==> src/rtl/mux_sel_arbiter.sv <==
// mux_sel_arbiter: two-channel dwell-limited arbiter driving a registered 2:1 mux select.
// Optional grant statistics counters are built when ARB_STATS_EN is defined.
module mux_sel_arbiter #(
    parameter int DWELL = 4,
    parameter int CNT_W = 8
) (
    input  logic             clk,
    input  logic             rst_n,
    input  logic             req0,
    input  logic             req1,
    input  logic             done,
`ifdef ARB_STATS_EN
    input  logic             clr_stats,
    output logic [CNT_W-1:0] cnt0,
    output logic [CNT_W-1:0] cnt1,
`endif
    output logic             s,
    output logic             gnt0,
    output logic             gnt1,
    output logic             busy
);
    typedef enum logic [1:0] {IDLE, OWN0, OWN1} state_t;
    localparam logic [7:0] LP_DWELL = 8'(DWELL);
    state_t     r_state;
    logic [7:0] r_dwell;
    logic       r_pend;
    logic       r_last;
    logic       w_rel;
    logic       w_leave;
    logic       w_go0;
    logic       w_go1;
    logic       w_idle;
    always_comb begin
        w_rel   = (r_state == OWN0) ? (done | ~req0) : (done | ~req1);
        w_leave = (r_dwell == LP_DWELL) & (w_rel | r_pend);
        // a tie in IDLE goes to the channel that did not own the path last
        w_go0   = ((r_state == IDLE) & req0 & (~req1 | r_last)) | ((r_state == OWN1) & w_leave & req0);
        w_go1   = ((r_state == IDLE) & req1 & (~req0 | ~r_last)) | ((r_state == OWN0) & w_leave & req1);
        w_idle  = (r_state != IDLE) & w_leave & ~w_go0 & ~w_go1;
    end
    always_ff @(posedge clk or negedge rst_n) begin
        if (!rst_n) begin
            r_state <= IDLE;
            r_dwell <= '0;
            r_pend  <= 1'b0;
            r_last  <= 1'b1;
            s       <= 1'b0;
            gnt0    <= 1'b0;
            gnt1    <= 1'b0;
            busy    <= 1'b0;
        end else if (w_go0 | w_go1) begin
            r_state <= w_go0 ? OWN0 : OWN1;
            r_dwell <= 8'd1;
            r_pend  <= 1'b0;
            r_last  <= w_go1;
            s       <= w_go1;
            gnt0    <= w_go0;
            gnt1    <= w_go1;
            busy    <= 1'b1;
        end else if (w_idle) begin
            r_state <= IDLE;
            r_dwell <= '0;
            r_pend  <= 1'b0;
            gnt0    <= 1'b0;
            gnt1    <= 1'b0;
            busy    <= 1'b0;
        end else if (r_state != IDLE) begin
            if (r_dwell < LP_DWELL)
                r_dwell <= r_dwell + 8'd1;
            if (w_rel)
                r_pend <= 1'b1;
        end
    end
`ifdef ARB_STATS_EN
    always_ff @(posedge clk or negedge rst_n) begin
        if (!rst_n) begin
            cnt0 <= '0;
            cnt1 <= '0;
        end else begin
            cnt0 <= clr_stats ? '0 : (w_go0 & ~&cnt0) ? cnt0 + 1'b1 : cnt0;
            cnt1 <= clr_stats ? '0 : (w_go1 & ~&cnt1) ? cnt1 + 1'b1 : cnt1;
        end
    end
`endif
endmodule

==> config.mk <==
export PLATFORM = sky130hd
export DESIGN_NAME = mux_sel_arbiter
export DESIGN_NICKNAME = d
export VERILOG_FILES = /design/src/rtl/mux_sel_arbiter.sv
export SDC_FILE = /design/constraint.sdc
export NUM_CORES = 1
export LEC_CHECK = 0
export ABC_AREA = 1
export CAP_MARGIN = 20
export CORE_ASPECT_RATIO = 0.9
export CORE_MARGIN = 2
export CORE_UTILIZATION = 32
export DETAILED_ROUTE_END_ITERATION = 12
export GPL_TIMING_DRIVEN = 0
export RECOVER_POWER = 100
export SYNTH_ARGS = -nofsm -noshare
export SYNTH_HDL_FRONTEND = slang
export SYNTH_SLANG_ARGS = --single-unit
==> constraint.sdc <==
create_clock -name clk -period 3.1 [get_ports clk]
set_input_delay 0.62 -clock clk [delete_from_list [all_inputs] [get_ports clk]]
set_output_delay 0.62 -clock clk [all_outputs]
set_load 0.03 [all_outputs]
# ---- Word level (Yosys, flattened, before mapping)
# Cells that the tools add are included.
dict set report word_totals {
  register_bits 16
  latchBits 0
  ramBits 0
  rom_bits 0
  input_bits 5
  output_inout_bits 4
  elab_cells 62
  mem_count 0
}
dict set report op_classes {
  add_sub_neg 1
  multipliers 0
  n_div 0
  order_cmp 1
  eq_ne 3
  shift 0
  muxes 16
  n_bitwise 25
  reduce_logical 8
}
# op n
set ops {}
lappend ops {{$mux 8} 4}
lappend ops {{$and 1x1->1} 12}
lappend ops {{$mux 1} 9}
lappend ops {{$reduce_bool 3->1} 3}
lappend ops {{$add 8x1->8 const B} 1}
lappend ops {{$eq 8x3->1 const B} 1}
lappend ops {{$lt 8x3->1 const B} 1}
lappend ops {{$or 1x1->1} 8}
lappend ops {{$mux 2} 3}
lappend ops {{$not 1->1} 5}
lappend ops {{$reduce_and 2->1} 2}
lappend ops {{$reduce_bool 2->1} 2}
lappend ops {{$eq 2x1->1 const B} 1}
lappend ops {{$eq 2x2->1 const B} 1}
lappend ops {{$logic_not 2->1} 1}

# ---- Longest topological paths before layout
dict set report depth {
  depth_word 13
  ltp_mapped 11
  depth_no_buf 11
}

# ---- Worst setup path after synthesis
# No wires, ideal clock.
dict set report synth_path {
  path_kind {in2reg}
  start {input done}
  end {register r_dwell[1]}
  setup_time_ns 0.118
  arrival_ns 1.433
  t_required_ns 2.982
  path_slack_ns 1.549
  stages 8
  path_buffers 0
  path_cell_list {nor2_2 > nand2_1 > nand4_1 > nand2_1 > inv_2 > o2111ai_4 > nand2_1 > nand2_1}
}
dict set report synth_via {
  elab_chain_len 12
  word_cells_on_any_way 22
  cone_classes {3 x mux; 16 x bitwise; 3 x reduce/logical}
}
# element line_no
set synth_rtl {}
lappend synth_rtl {{start, declared} 11} ;# input logic done,
lappend synth_rtl {{$or 1x1->1} 34} ;# w_rel = (r_state == OWN0) ? (done | ~req0) : (done | ~req1);
lappend synth_rtl {{$mux 1 *} 34}
lappend synth_rtl {{$or 1x1->1 *} 35} ;# w_leave = (r_dwell == LP_DWELL) & (w_rel | r_pend);
lappend synth_rtl {{$and 1x1->1 *} 35}
lappend synth_rtl {{$and 1x1->1 (2 in a row)} 37} ;# w_go0 = ((r_state == IDLE) & req0 & (~req1 | r_last)) | ((r_state == OWN1) & w_leave & req0);
lappend synth_rtl {{$or 1x1->1} 37}
lappend synth_rtl {{$not 1->1} 39} ;# w_idle = (r_state != IDLE) & w_leave & ~w_go0 & ~w_go1;
lappend synth_rtl {{$and 1x1->1 (2 in a row)} 39}
lappend synth_rtl {{$reduce_bool 3->1 (no source line) / $mux 8 (equally long branches)} --}
lappend synth_rtl {{$reduce_and 2->1 (no source line) / $mux 8 (equally long branches)} --}
lappend synth_rtl {{end signal, assigned} 69} ;# r_dwell <= r_dwell + 8'd1;
lappend synth_rtl {{end, declared} 25} ;# logic [7:0] r_dwell;
# Every way passes the cells marked *; elsewhere a longest branch is shown, timed or not.
# A chain may end at the register's enable or synchronous reset.

# ---- Worst setup path after layout
dict set report layout_path {
  start {input req0}
  end {register r_dwell[1]}
}
dict set report layout_via {
  elab_chain_len 13
  word_cells_on_any_way 26
  cone_classes {3 x mux; 20 x bitwise; 3 x reduce/logical}
}
# element line_no
set layout_rtl {}
lappend layout_rtl {{start, declared} 9} ;# input logic req0,
lappend layout_rtl {{$not 1->1} {34, 38}}
lappend layout_rtl {{$or 1x1->1} 34}
lappend layout_rtl {{$mux 1} 34}
lappend layout_rtl {{$or 1x1->1} 35}
lappend layout_rtl {{$and 1x1->1} 35}
lappend layout_rtl {{$and 1x1->1 (2 in a row)} 37}
lappend layout_rtl {{$or 1x1->1} 37}
lappend layout_rtl {{$not 1->1} 39}
lappend layout_rtl {{$and 1x1->1 (2 in a row)} 39}
lappend layout_rtl {{$reduce_bool 3->1 (no source line) / $mux 8 (equally long branches)} --}
lappend layout_rtl {{$reduce_and 2->1 (no source line) / $mux 8 (equally long branches)} --}
# Several ways; a longest one is shown, not always the timed one.

==> flow_summary.rst <==
.. list-table::
   :header-rows: 1

   * - Metric
     - Value
   * - Status
     - completed
   * - Share of the clock period used by the worst path after layout
     - 75.1%
   * - Total number of vias
     - 646
   * - Total overflow reported by the global router
     - 0
   * - Required time at the worst-slack endpoint
     - 3.27 ns
   * - Power per unit of standard cell area
     - 913 nW/um^2
   * - Number of endpoints failing setup at the final stage
     - 0
   * - Final WS setup
     - 0.772 ns
   * - Average routed wire per standard cell
     - 11.2 um
   * - Number of buffers inserted by port buffering
     - 8
   * - Antenna fix cells
     - 0
   * - Count of hold buffers inserted by post-cts repair
     - 0
   * - VDD IR-drop max
     - 432 uV
   * - Relative max-transition margin
     - 47.3%
   * - Die Width
     - 58.1 um
   * - Post-synthesis instance area
     - 842 sq um
   * - Initial Util
     - 34.1%
   * - Net switching component of the power
     - 400 uW
   * - Die area
     - 3060 sq um
   * - Hold Violations, Final
     - 0
   * - Total negative setup slack
     - 0 ns
   * - Clock tree from TritonCTS
     - done
   * - Depth of the CTS H-tree
     - 1
   * - Number of standard cells in the layout, taps in and fillers out
     - 137
   * - Part of the total power dissipated in sequential elements
     - 36.1%
   * - Clock buffer count from CTS
     - 3
   * - Unrepaired setup endpoints after global routing
     - false
   * - Floorplan core area
     - 2470 sq um
   * - Vias in the first global route
     - 638
   * - CTS Buffer Depth
     - 2
   * - Number of DRC violations after detailed routing
     - 0
   * - Detailed-placement wirelength estimate
     - 1150 um
   * - Clock slew at the register clock pins of the worst setup and hold paths
     - 0.09 ns
   * - Floorplan die height
     - 52.7 um
   * - Path type of the worst setup path
     - input port to register
   * - Overall fraction of global-route tracks in use
     - 12.2%
   * - Transition time at the pin with the least slew margin
     - 0.790 ns
   * - Setup Slack @ Placement
     - 0.915 ns
   * - Yosys warns
     - 0
   * - Initial antenna violation count
     - 0
   * - Total non-filler cell area in the finished layout
     - 948 sq um
   * - CTS root buf
     - clkbuf_4
   * - Final min period
     - 2.33 ns
   * - Maximum clock rate
     - 0.429 GHz
   * - Worst Skew
     - 0.00709 ns
   * - Routability congestion estimate from global placement
     - 0.757
   * - Final max-slew violation count
     - 0
   * - Number of I/O pins
     - 9
   * - Endpoint class of the critical path
     - register
   * - Share of cells above drive strength 1
     - 21.1%
   * - Num Clock Sinks
     - 15
   * - Min-delay worst type
     - register to register
   * - Number of placed instances, taps included
     - 133
   * - Mean instance size in the synthesized netlist
     - 8.68 sq um
   * - Post-Route WL
     - 1530 um
   * - Setup fix buffers added after clock tree synthesis
     - 0
   * - Share of total power in combinational logic
     - 51.1%
   * - Synthesized netlist cell count
     - 97
   * - Number of gates resized after cts
     - 0
   * - Clock network power share
     - 12.8%
   * - Max-cap violations
     - 0
   * - Number of placement rows
     - 17
   * - Wire length of the first global-routing pass
     - 2780 um
   * - CP Launch Type
     - input port
   * - Number of DRC markers in iteration 0
     - 26
   * - Number of routed nets with antenna violations
     - 0
   * - Flip-flop and latch count after synthesis
     - 15
   * - Share of the yosys chip area belonging to registers
     - 44.7%
   * - Skew-Pair Late Insertion Delay
     - 0.28 ns
   * - Sw Share
     - 46.2%
   * - Layout area overhead
     - 12.6%
   * - Leakage power total
     - 0.478 nW
   * - Iteration count of the initial detailed-routing pass
     - 4
   * - Number of nets in the finished design
     - 117
   * - Synth cell types
     - 21
   * - Post-Place Cell Area
     - 957 sq um
   * - Largest fanout on the critical path
     - 10
   * - Pin count of the biggest net entering global routing
     - 16
   * - Post-Route Utilization
     - 38.4%
   * - Number of nets in the synthesized netlist
     - 104
   * - Vias per cell
     - 4.72
   * - WP data arrival
     - 2.50 ns
   * - Internal cell power
     - 466 uW
## per-stage QoR
| step | hold slack (ns) | power [mW] |
|---|---|---|
| 5_1_grt | 0.531 | 0.957 |
| 4_1_cts | 0.487 | 0.930 |
| 3_5_place_dp | 0.462 | 0.811 |
| 6_report | 0.475 | 0.866 |
| 2_1_floorplan | 0.324 | 0.682 |
| 3_3_place_gp | 0.453 | 0.799 |
## cell families after synthesis
family | Yosys count | share of synthesized area (%)
AOI/OAI and AO/OA | 6 | 6.54
xor gates and xnor gates | 1 | 1.04
adders and majority gates | 2 | 2.97
buffers and inverters | 20 | 8.92
DFF | 15 | 44.7
and+or+nand+nor | 53 | 35.8
## power by group through the flow
| stage | sequential [mW] | combinational (mW) | clock, mW |
|---|---|---|---|
| 5_1_grt | 0.324 | 0.502 | 0.131 |
| 3_3_place_gp | 0.314 | 0.485 | 0 |
| 2_1_floorplan | 0.354 | 0.328 | 0 |
| 4_1_cts | 0.315 | 0.497 | 0.117 |
| 6_report | 0.312 | 0.443 | 0.111 |
| 3_5_place_dp | 0.317 | 0.494 | 0 |
## critical path, cell delays in order
cell and delay (ns):
dlygate4sd3_1 0.55, inv_1 0.06, nand3_1 0.14, nand2_1 0.07, nand4_1 0.09, nand2_1 0.06, inv_1 0.23, o2111ai_1 0.44
nand2_1 0.18, nand2_1 0.06
## synth_stat cells
cell / number / area (sq um)
xnor2_1: 1 / 8.76
o21ai_0: 1 / 5.00
nor2_2: 9 / 56.3
nand2_4: 1 / 11.3
o211ai_1: 1 / 7.51
inv_2: 4 / 15.0
or2_4: 1 / 8.76
a31oi_1: 1 / 6.26
o21ai_1: 2 / 10.0
nand3_1: 10 / 50.1
dfstp_2: 1 / 26.3
nand2_1: 18 / 67.6
nor2_1: 4 / 15.0
nand2_2: 4 / 25.0
nand4_1: 2 / 12.5
dfrtp_1: 14 / 350
inv_1: 16 / 60.1
ha_1: 2 / 25.0
o2111ai_4: 1 / 26.3
nand3_4: 2 / 35.0
nand3_2: 2 / 20.0
## sequential cells by signal (all words and copies together), names as in the netlist
| name | flops |
|---|---|
| r_last | 1 |
| s | 1 |
| busy | 1 |
| gnt1 | 1 |
| r_state | 2 |
| r_dwell | 8 |
| r_pend | 1 |
## metal layers
metal	up-vias	part of all wire (%)	wire [um]	GRT usage [%]
met4	0	0.39	6	4.65
met2	11	45	689	19.3
met3	2	3.5	54	2.96
met1	303	51	783	16.0
met5	-	0	0	0
li1	330	-	-	-
## layout by cell type (no fill, tap or decap)
master           instances
inv_2                    2
inv_1                   18
ha_1                     2
a31oi_1                  1
clkbuf_4                 3
dfstp_2                  1
or2_4                    1
nor2_2                   9
clkdlybuf4s50_1          2
clkbuf_1                 1
o21ai_0                  3
nand4_1                  2
nand2_1                 18
o211ai_1                 1
nand2_2                  4
nand2_4                  1
nand3_2                  1
nand3_1                 12
xnor2_1                  1
nor2_1                   4
dfrtp_1                 14
o2111ai_1                1
dlygate4sd3_1            6
nand3_4                  1
## worst paths after layout
check                                 from  cells after the start          to  slack [ns]
worst min register to register        gnt1                      2        gnt1        0.48
min in group asynchronous            rst_n                      1        gnt1        0.80
worst max register to register  r_dwell[0]                     10  r_dwell[1]        1.14
worst min-delay path                  gnt1                      2        gnt1        0.48
max in group asynchronous            rst_n                      1      r_pend        1.88
worst max-delay path                  req0                     10  r_dwell[1]        0.77
## final cells by class
class / instances / area [sq um]
clock buffers: 4 / 26.3
fillers: 268 / 1520
inverters: 20 / 75.1
multi-input cells: 62 / 355
flip-flops and latches: 15 / 377
well taps: 28 / 35.0
repair buffers: 8 / 80.1
Note: power is estimated with default switching activity, not from simulation.
